==> config.mk <==
export PLATFORM = sky130hd
export DESIGN_NAME = muldiv_unit
export DESIGN_NICKNAME = d
export VERILOG_FILES = /design/src/rtl/muldiv_unit.sv
export SDC_FILE = /design/constraint.sdc
export NUM_CORES = 1
export LEC_CHECK = 0
export ABC_CLOCK_PERIOD_IN_PS = 4100
export CORE_UTILIZATION = 45
export DETAILED_ROUTE_END_ITERATION = 6
export PLACE_DENSITY = 0.61
export SLEW_MARGIN = 20
export SYNTH_ARGS = -nofsm -noshare
export SYNTH_HDL_FRONTEND = slang
export SYNTH_SLANG_ARGS = --single-unit
==> constraint.sdc <==
create_clock -name clk_i -period 4.1 [get_ports clk_i]
set_input_delay 0.41 -clock clk_i [delete_from_list [all_inputs] [get_ports clk_i]]
set_output_delay 0.41 -clock clk_i [all_outputs]
set_load 0.02 [all_outputs]
==> src/rtl/muldiv_unit.sv <==
// Multi-cycle RV32M-style multiply/divide unit with valid/ready handshake.
// Radix-2 shift-add multiply and restoring divide on operand magnitudes,
// followed by a single sign-correction cycle. Divide-by-zero and signed
// overflow bypass the iteration and complete directly.
module muldiv_unit #(
  parameter int unsigned XLEN  = 32,
  parameter int unsigned TAG_W = 5
) (
  input  logic             clk_i,
  input  logic             rst_ni,
  input  logic             flush_i,
  input  logic             req_valid_i,
  output logic             req_ready_o,
  input  logic [2:0]       op_i,
  input  logic [XLEN-1:0]  operand1_i,
  input  logic [XLEN-1:0]  operand2_i,
  input  logic [TAG_W-1:0] tag_i,
  output logic             result_valid_o,
  input  logic             result_ready_i,
  output logic [XLEN-1:0]  result_o,
  output logic [TAG_W-1:0] tag_o,
  output logic             busy_o
);

  localparam int unsigned CNT_W = $clog2(XLEN) + 1;

  localparam logic [2:0] OP_MUL    = 3'd0;
  localparam logic [2:0] OP_MULH   = 3'd1;
  localparam logic [2:0] OP_MULHSU = 3'd2;
  localparam logic [2:0] OP_MULHU  = 3'd3;
  localparam logic [2:0] OP_DIV    = 3'd4;
  localparam logic [2:0] OP_DIVU   = 3'd5;
  localparam logic [2:0] OP_REM    = 3'd6;
  localparam logic [2:0] OP_REMU   = 3'd7;

  localparam logic [XLEN-1:0] MOST_NEG = XLEN'(1) << (XLEN - 1);

  typedef enum logic [1:0] {
    IDLE = 2'd0,
    CALC = 2'd1,
    FIX  = 2'd2,
    DONE = 2'd3
  } state_t;

  state_t              state;
  logic [2:0]          op_q;
  logic [TAG_W-1:0]    tag_q;
  logic                neg_q;
  logic [XLEN-1:0]     opnd_q;   // multiplicand (mul) or divisor (div) magnitude
  logic [XLEN-1:0]     rem_q;    // partial remainder
  logic [2*XLEN-1:0]   acc;      // {product hi, multiplier} or {0, quotient}
  logic [CNT_W-1:0]    cnt;

  logic                rs1_signed, rs2_signed, s1, s2, neg_req;
  logic [XLEN-1:0]     mag1, mag2;
  logic                div_zero, div_ovf;
  logic [XLEN-1:0]     fast_res;

  logic [XLEN:0]       mul_sum;
  logic [XLEN:0]       rem_sh;
  logic [XLEN:0]       div_diff;
  logic [2*XLEN-1:0]   prod;
  logic [XLEN-1:0]     quo_fix, rem_fix, fix_res;

  assign req_ready_o = (state == IDLE) && !flush_i;
  assign busy_o      = (state != IDLE);

  // Request decode: signedness, magnitudes and fast-path detection
  always_comb begin
    rs1_signed = (op_i == OP_MULH) || (op_i == OP_MULHSU) ||
                 (op_i == OP_DIV)  || (op_i == OP_REM);
    rs2_signed = (op_i == OP_MULH) || (op_i == OP_DIV) || (op_i == OP_REM);
    s1         = rs1_signed && operand1_i[XLEN-1];
    s2         = rs2_signed && operand2_i[XLEN-1];
    mag1       = s1 ? (XLEN'(0) - operand1_i) : operand1_i;
    mag2       = s2 ? (XLEN'(0) - operand2_i) : operand2_i;
    neg_req    = (op_i == OP_REM) ? s1 : (s1 ^ s2);
    div_zero   = op_i[2] && (operand2_i == '0);
    div_ovf    = ((op_i == OP_DIV) || (op_i == OP_REM)) &&
                 (operand1_i == MOST_NEG) && (operand2_i == '1);
    fast_res   = '0;
    if (div_zero) begin
      fast_res = op_i[1] ? operand1_i : '1;
    end else if (div_ovf) begin
      fast_res = op_i[1] ? '0 : operand1_i;
    end
  end

  // Iteration step and sign-correction datapath
  always_comb begin
    mul_sum  = {1'b0, acc[2*XLEN-1:XLEN]} + (acc[0] ? {1'b0, opnd_q} : '0);
    rem_sh   = {rem_q, acc[XLEN-1]};
    div_diff = rem_sh - {1'b0, opnd_q};
    prod     = neg_q ? ((2*XLEN)'(0) - acc) : acc;
    quo_fix  = neg_q ? (XLEN'(0) - acc[XLEN-1:0]) : acc[XLEN-1:0];
    rem_fix  = neg_q ? (XLEN'(0) - rem_q) : rem_q;
    case (op_q)
      OP_MUL:                       fix_res = prod[XLEN-1:0];
      OP_MULH, OP_MULHSU, OP_MULHU: fix_res = prod[2*XLEN-1:XLEN];
      OP_DIV, OP_DIVU:              fix_res = quo_fix;
      OP_REM, OP_REMU:              fix_res = rem_fix;
      default:                      fix_res = '0;
    endcase
  end

  // Control FSM with registered datapath and outputs
  always_ff @(posedge clk_i or negedge rst_ni) begin
    if (!rst_ni) begin
      state          <= IDLE;
      op_q           <= '0;
      tag_q          <= '0;
      neg_q          <= 1'b0;
      opnd_q         <= '0;
      rem_q          <= '0;
      acc            <= '0;
      cnt            <= '0;
      result_valid_o <= 1'b0;
      result_o       <= '0;
      tag_o          <= '0;
    end else if (flush_i) begin
      state          <= IDLE;
      cnt            <= '0;
      result_valid_o <= 1'b0;
    end else begin
      case (state)
        IDLE: begin
          if (req_valid_i) begin
            op_q  <= op_i;
            tag_q <= tag_i;
            cnt   <= '0;
            if (div_zero || div_ovf) begin
              result_o       <= fast_res;
              tag_o          <= tag_i;
              result_valid_o <= 1'b1;
              state          <= DONE;
            end else begin
              neg_q <= neg_req;
              rem_q <= '0;
              if (op_i[2]) begin
                opnd_q <= mag2;
                acc    <= {{XLEN{1'b0}}, mag1};
              end else begin
                opnd_q <= mag1;
                acc    <= {{XLEN{1'b0}}, mag2};
              end
              state <= CALC;
            end
          end
        end
        CALC: begin
          if (op_q[2]) begin
            acc[XLEN-1:0] <= {acc[XLEN-2:0], ~div_diff[XLEN]};
            rem_q         <= div_diff[XLEN] ? rem_sh[XLEN-1:0] : div_diff[XLEN-1:0];
          end else begin
            acc <= {mul_sum, acc[XLEN-1:1]};
          end
          cnt <= cnt + CNT_W'(1);
          if (cnt == CNT_W'(XLEN - 1)) begin
            state <= FIX;
          end
        end
        FIX: begin
          result_o       <= fix_res;
          tag_o          <= tag_q;
          result_valid_o <= 1'b1;
          state          <= DONE;
        end
        DONE: begin
          if (result_ready_i) begin
            result_valid_o <= 1'b0;
            cnt            <= '0;
            state          <= IDLE;
          end
        end
        default: state <= IDLE;
      endcase
    end
  end

endmodule

==> flow_summary_export.csv <==
group,metric,value,unit
run,maxCapViolations,0,
drt,wl,61540,um
cells_and_area,fillCellCount,3487,
die,die_area,37150,um2
cells_and_area,diodes,0,
sta,finalHoldViolCount,11,
synthesis,yosysWarnings,0,
synthesis,syn_avg_cell_area,7.627,um2
worst_setup_path,slowest_stage,"or4_1",
clock_network,cts_sinks,183,
worst_setup_path,crit_path_end_kind,"register",
clock_network,clk_pin_slew,80,ps
drt,routed_wire_length_per_instance,22.66,um
power,peakVddDrop,356.3,uV
synthesis,synthArstFlopShare,100.0,%
worst_setup_path,worst_r2r_endpoint,"result_o[31]",
drt,routed_via_density,6.141,
die,coreArea,35660,um2
power,static-leakage-power,8.013,nW
power,comb_power_share,59.1,%
clock_network,cts-root-buf,"clkbuf_16",
worst_setup_path,path_cells,"or4_4 -> or3_4 -> or4_1 -> or4_1 -> nor4_2 -> nor2_1 -> xor2_1 -> a222oi_1 -> o221ai_1",
synthesis,ys.flop_type,"dfrtp_1",
power,p_sw,6.172,mW
die,die_y,192.8,um
synthesis,synth_fp_nets,2300,
cells_and_area,layout.nets,2395,
power,p_total,12.14,mW
drt,drt_iter0_drc,1551,
clock_network,cts_buffer_depth,2,
clock_network,cts_tree,"done",
outcome,status,"complete, but fails checks",
worst_setup_path,cp_data_required_time,4420,ps
place,io_buffers,116,
synthesis,synth.distinct_cells,74,
grt,grt_max_degree,120,
drt,first_pass_iters,6,
power,power.density,638.9,nW/um2
synthesis,synthCells,2147,
cells_and_area,area_delta_synth_final,16.08,%
die,io_pins,117,
clock_network,cts_setup_buffers,0,
power,clkPwrFrac,14.4,%
grt,grt_pass1_wl,92090,um
outcome,violations,"negative hold slack",
sta,whs,-33.12,ps
worst_setup_path,slowest_delay,740,ps
drt,antenna_left,0,
worst_setup_path,regToRegSetupSlack,140,ps
grt,overflow,0,
grt,antenna_found_initial,0,
worst_hold_path,hold_path_class,"in -> async",
worst_setup_path,worst_setup_path_start_kind,"register",
power,swShare,50.82,%
synthesis,syn_area,16370,um2
place,dp_hpwl,48830,um
clock_network,htreeDepth,4,
sta,tns,0,ps
worst_setup_path,crit_family,"simple AND/OR/NAND/NOR gates",
sta,worstMarginPinSlew,1086,ps
sta,fmax,252.4,MHz
clock_network,cts_buffers,17,
drt,vias,16680,
cells_and_area,drive_above_1_share,8.293,%
sta,finalCritPeriodShare,96.64,%
grt,grt_use_total,33.19,%
place,gp_congestion,0.9549,
sta,setup_viol,0,
power,seqPwrFrac,26.5,%
worst_setup_path,critPathMostFrequentCell,"or4_1",
die,initial_core_util,45.92,%
sta,grt_setup_unrepaired,"false",
worst_setup_path,reg2reg_from,"acc[24]",
grt,grt_pass1_vias,15110,
die,die_w,192.8,um
sta,fin_skew,14.67,ps
worst_setup_path,worstPathArrival,4280,ps
worst_setup_path,worstSetupPathType,"reg -> reg",
sta,max_slew_margin,27.63,%
sta,fin_crit,3962,ps
synthesis,synth-seq-cells,183,
synthesis,ys_seq_area_share,27.97,%
worst_setup_path,ff2ff_path_depth,9,
die,placementRows,69,
sta,report.final.slew_viol_count,0,
worst_setup_path,path_buf_inv,0,
synthesis,synth_edf_count,0,
worst_setup_path,worstPathMaxFanout,9,
drt,drc_errors,0,
power,internal_power,5.971,mW
clock_network,clk_latency,470,ps
## power groups by stage
stage / Clock (mW) / Combinational [mW] / Sequential, mW
after floorplan: 0 / 4.70 / 3.00
after global placement: 0 / 6.95 / 3.20
after detailed placement: 0 / 7.02 / 3.21
after CTS: 1.76 / 7.06 / 3.18
after global routing: 1.83 / 7.74 / 3.29
final: 1.75 / 7.18 / 3.22
## cell usage in the layout (no fill, tap or decap), types with 29 or more instances in the layout
cell type,synthesis,final
a21oi_1,194,194
clkdlybuf4s50_1,0,114
or4_1,29,29
mux2_2,35,35
nand3_1,36,36
xor2_1,96,96
buf_4,0,82
dfrtp_1,183,181
ha_1,74,73
o31ai_1,48,47
xnor2_1,96,96
a211oi_1,32,32
nor2_1,239,239
inv_1,73,73
a31oi_1,37,37
nand2_1,224,224
o21ai_0,215,213
nor3_1,41,41
## layout make-up
cell class	count	area [um2]	share of cell area, %
timing repair buffer	204	1911	10.05
clock inverter	14	156.4	0.8229
sequential	183	4582	24.11
inverter	74	277.8	1.461
tap	461	576.8	3.035
clock buffer	18	439.2	2.311
multi-input combinational	1762	11060	58.21
## cells in the mapped netlist, drive strengths merged, types with 4 or more instances
cell	count	share of area [%]
xnor2	96	5.1
clkbuf	108	2.5
a21o	27	1.2
nor2b	10	0.38
a21oi	194	5.9
a31oi	37	1.4
a222oi	4	0.24
inv	73	1.7
o221ai	10	0.53
nand2	224	5.1
a221o	6	0.37
o22ai	24	0.92
a211o	5	0.27
and3	10	0.38
dfrtp	183	28
o41ai	22	1.2
a22oi	13	0.60
or4	30	1.4
and2	12	0.46
buf	20	0.51
o21bai	10	0.46
xor2	96	5.1
ha	74	5.7
nor2	239	5.5
nand2b	22	0.84
o31ai	48	2.2
mux2i	27	1.7
o21a	11	0.50
a221oi	4	0.21
o211ai	17	0.78
or2	10	0.38
mux2	35	2.4
nor3b	4	0.18
nand4	20	0.76
o21ai	218	6.7
nor4	29	1.2
nand3	38	1.2
a211oi	32	1.5
nor3	41	1.3
or3	21	0.83
## registers in the layout (all words and copies together) (netlist names)
name and cells:
state 2, rem_q 32, tag_q 5, cnt 6, neg_q 1, result_o 32, tag_o 5, op_q 3
result_valid_o 1, opnd_q 32, acc 64
## stage by stage
step | cell area (um2) | hold WS (ps) | instances | util, % | setup WS [ps]
2_1_floorplan | 16370 | 114.4 | 2147 | - | 640.7
3_3_place_gp | 18410 | 458.8 | 2684 | 51.62 | 131.0
3_5_place_dp | 18410 | 465.9 | 2684 | 51.62 | 80.47
4_1_cts | 19000 | 4.597 | 2716 | 53.29 | 185.0
5_1_grt | 19010 | 29.87 | 2716 | 53.31 | 87.86
6_report | 19010 | -33.12 | 2716 | 53.31 | 137.9
## logic make-up (layout without fill, tap and decap cells)
family          after synthesis  count (layout)  synth area share (%)
mux                          62              62                 4.057
flops                       183             183                 27.97
xor+xnor                    192             192                 10.27
compound gates              705             705                 26.26
buf+inv                     202             310                 4.684
simple gates                727             727                 20.86
fa+ha+maj                    76              76                 5.899
## worst max path at each step
stage	endpoint	start	cells after the start
2_1_floorplan	rem_q[31]	operand1_i[0]	12
3_3_place_gp	result_o[30]	operand1_i[0]	13
3_5_place_dp	result_o[24]	operand1_i[1]	13
4_1_cts	result_o[31]	acc[24]	9
5_1_grt	result_o[31]	acc[24]	9
6_report	result_o[31]	acc[24]	9
## metal layers
layer / up-vias / GRT usage, % / wire length (um)
met5: - / 0 / 0
met4: 0 / 13.96 / 2535
met3: 86 / 4.510 / 3753
met2: 571 / 50.91 / 27440
met1: 8038 / 46.47 / 27810
li1: 7983 / - / -
## what timing repair did
item / CTS / global route
gates resized for setup: 0 / 2
endpoints found under the hold margin: 0 / 0
hold buffers: 0 / 0
setup endpoints to repair: 0 / 1
No activity file was read; power rests on OpenSTA's default activity.
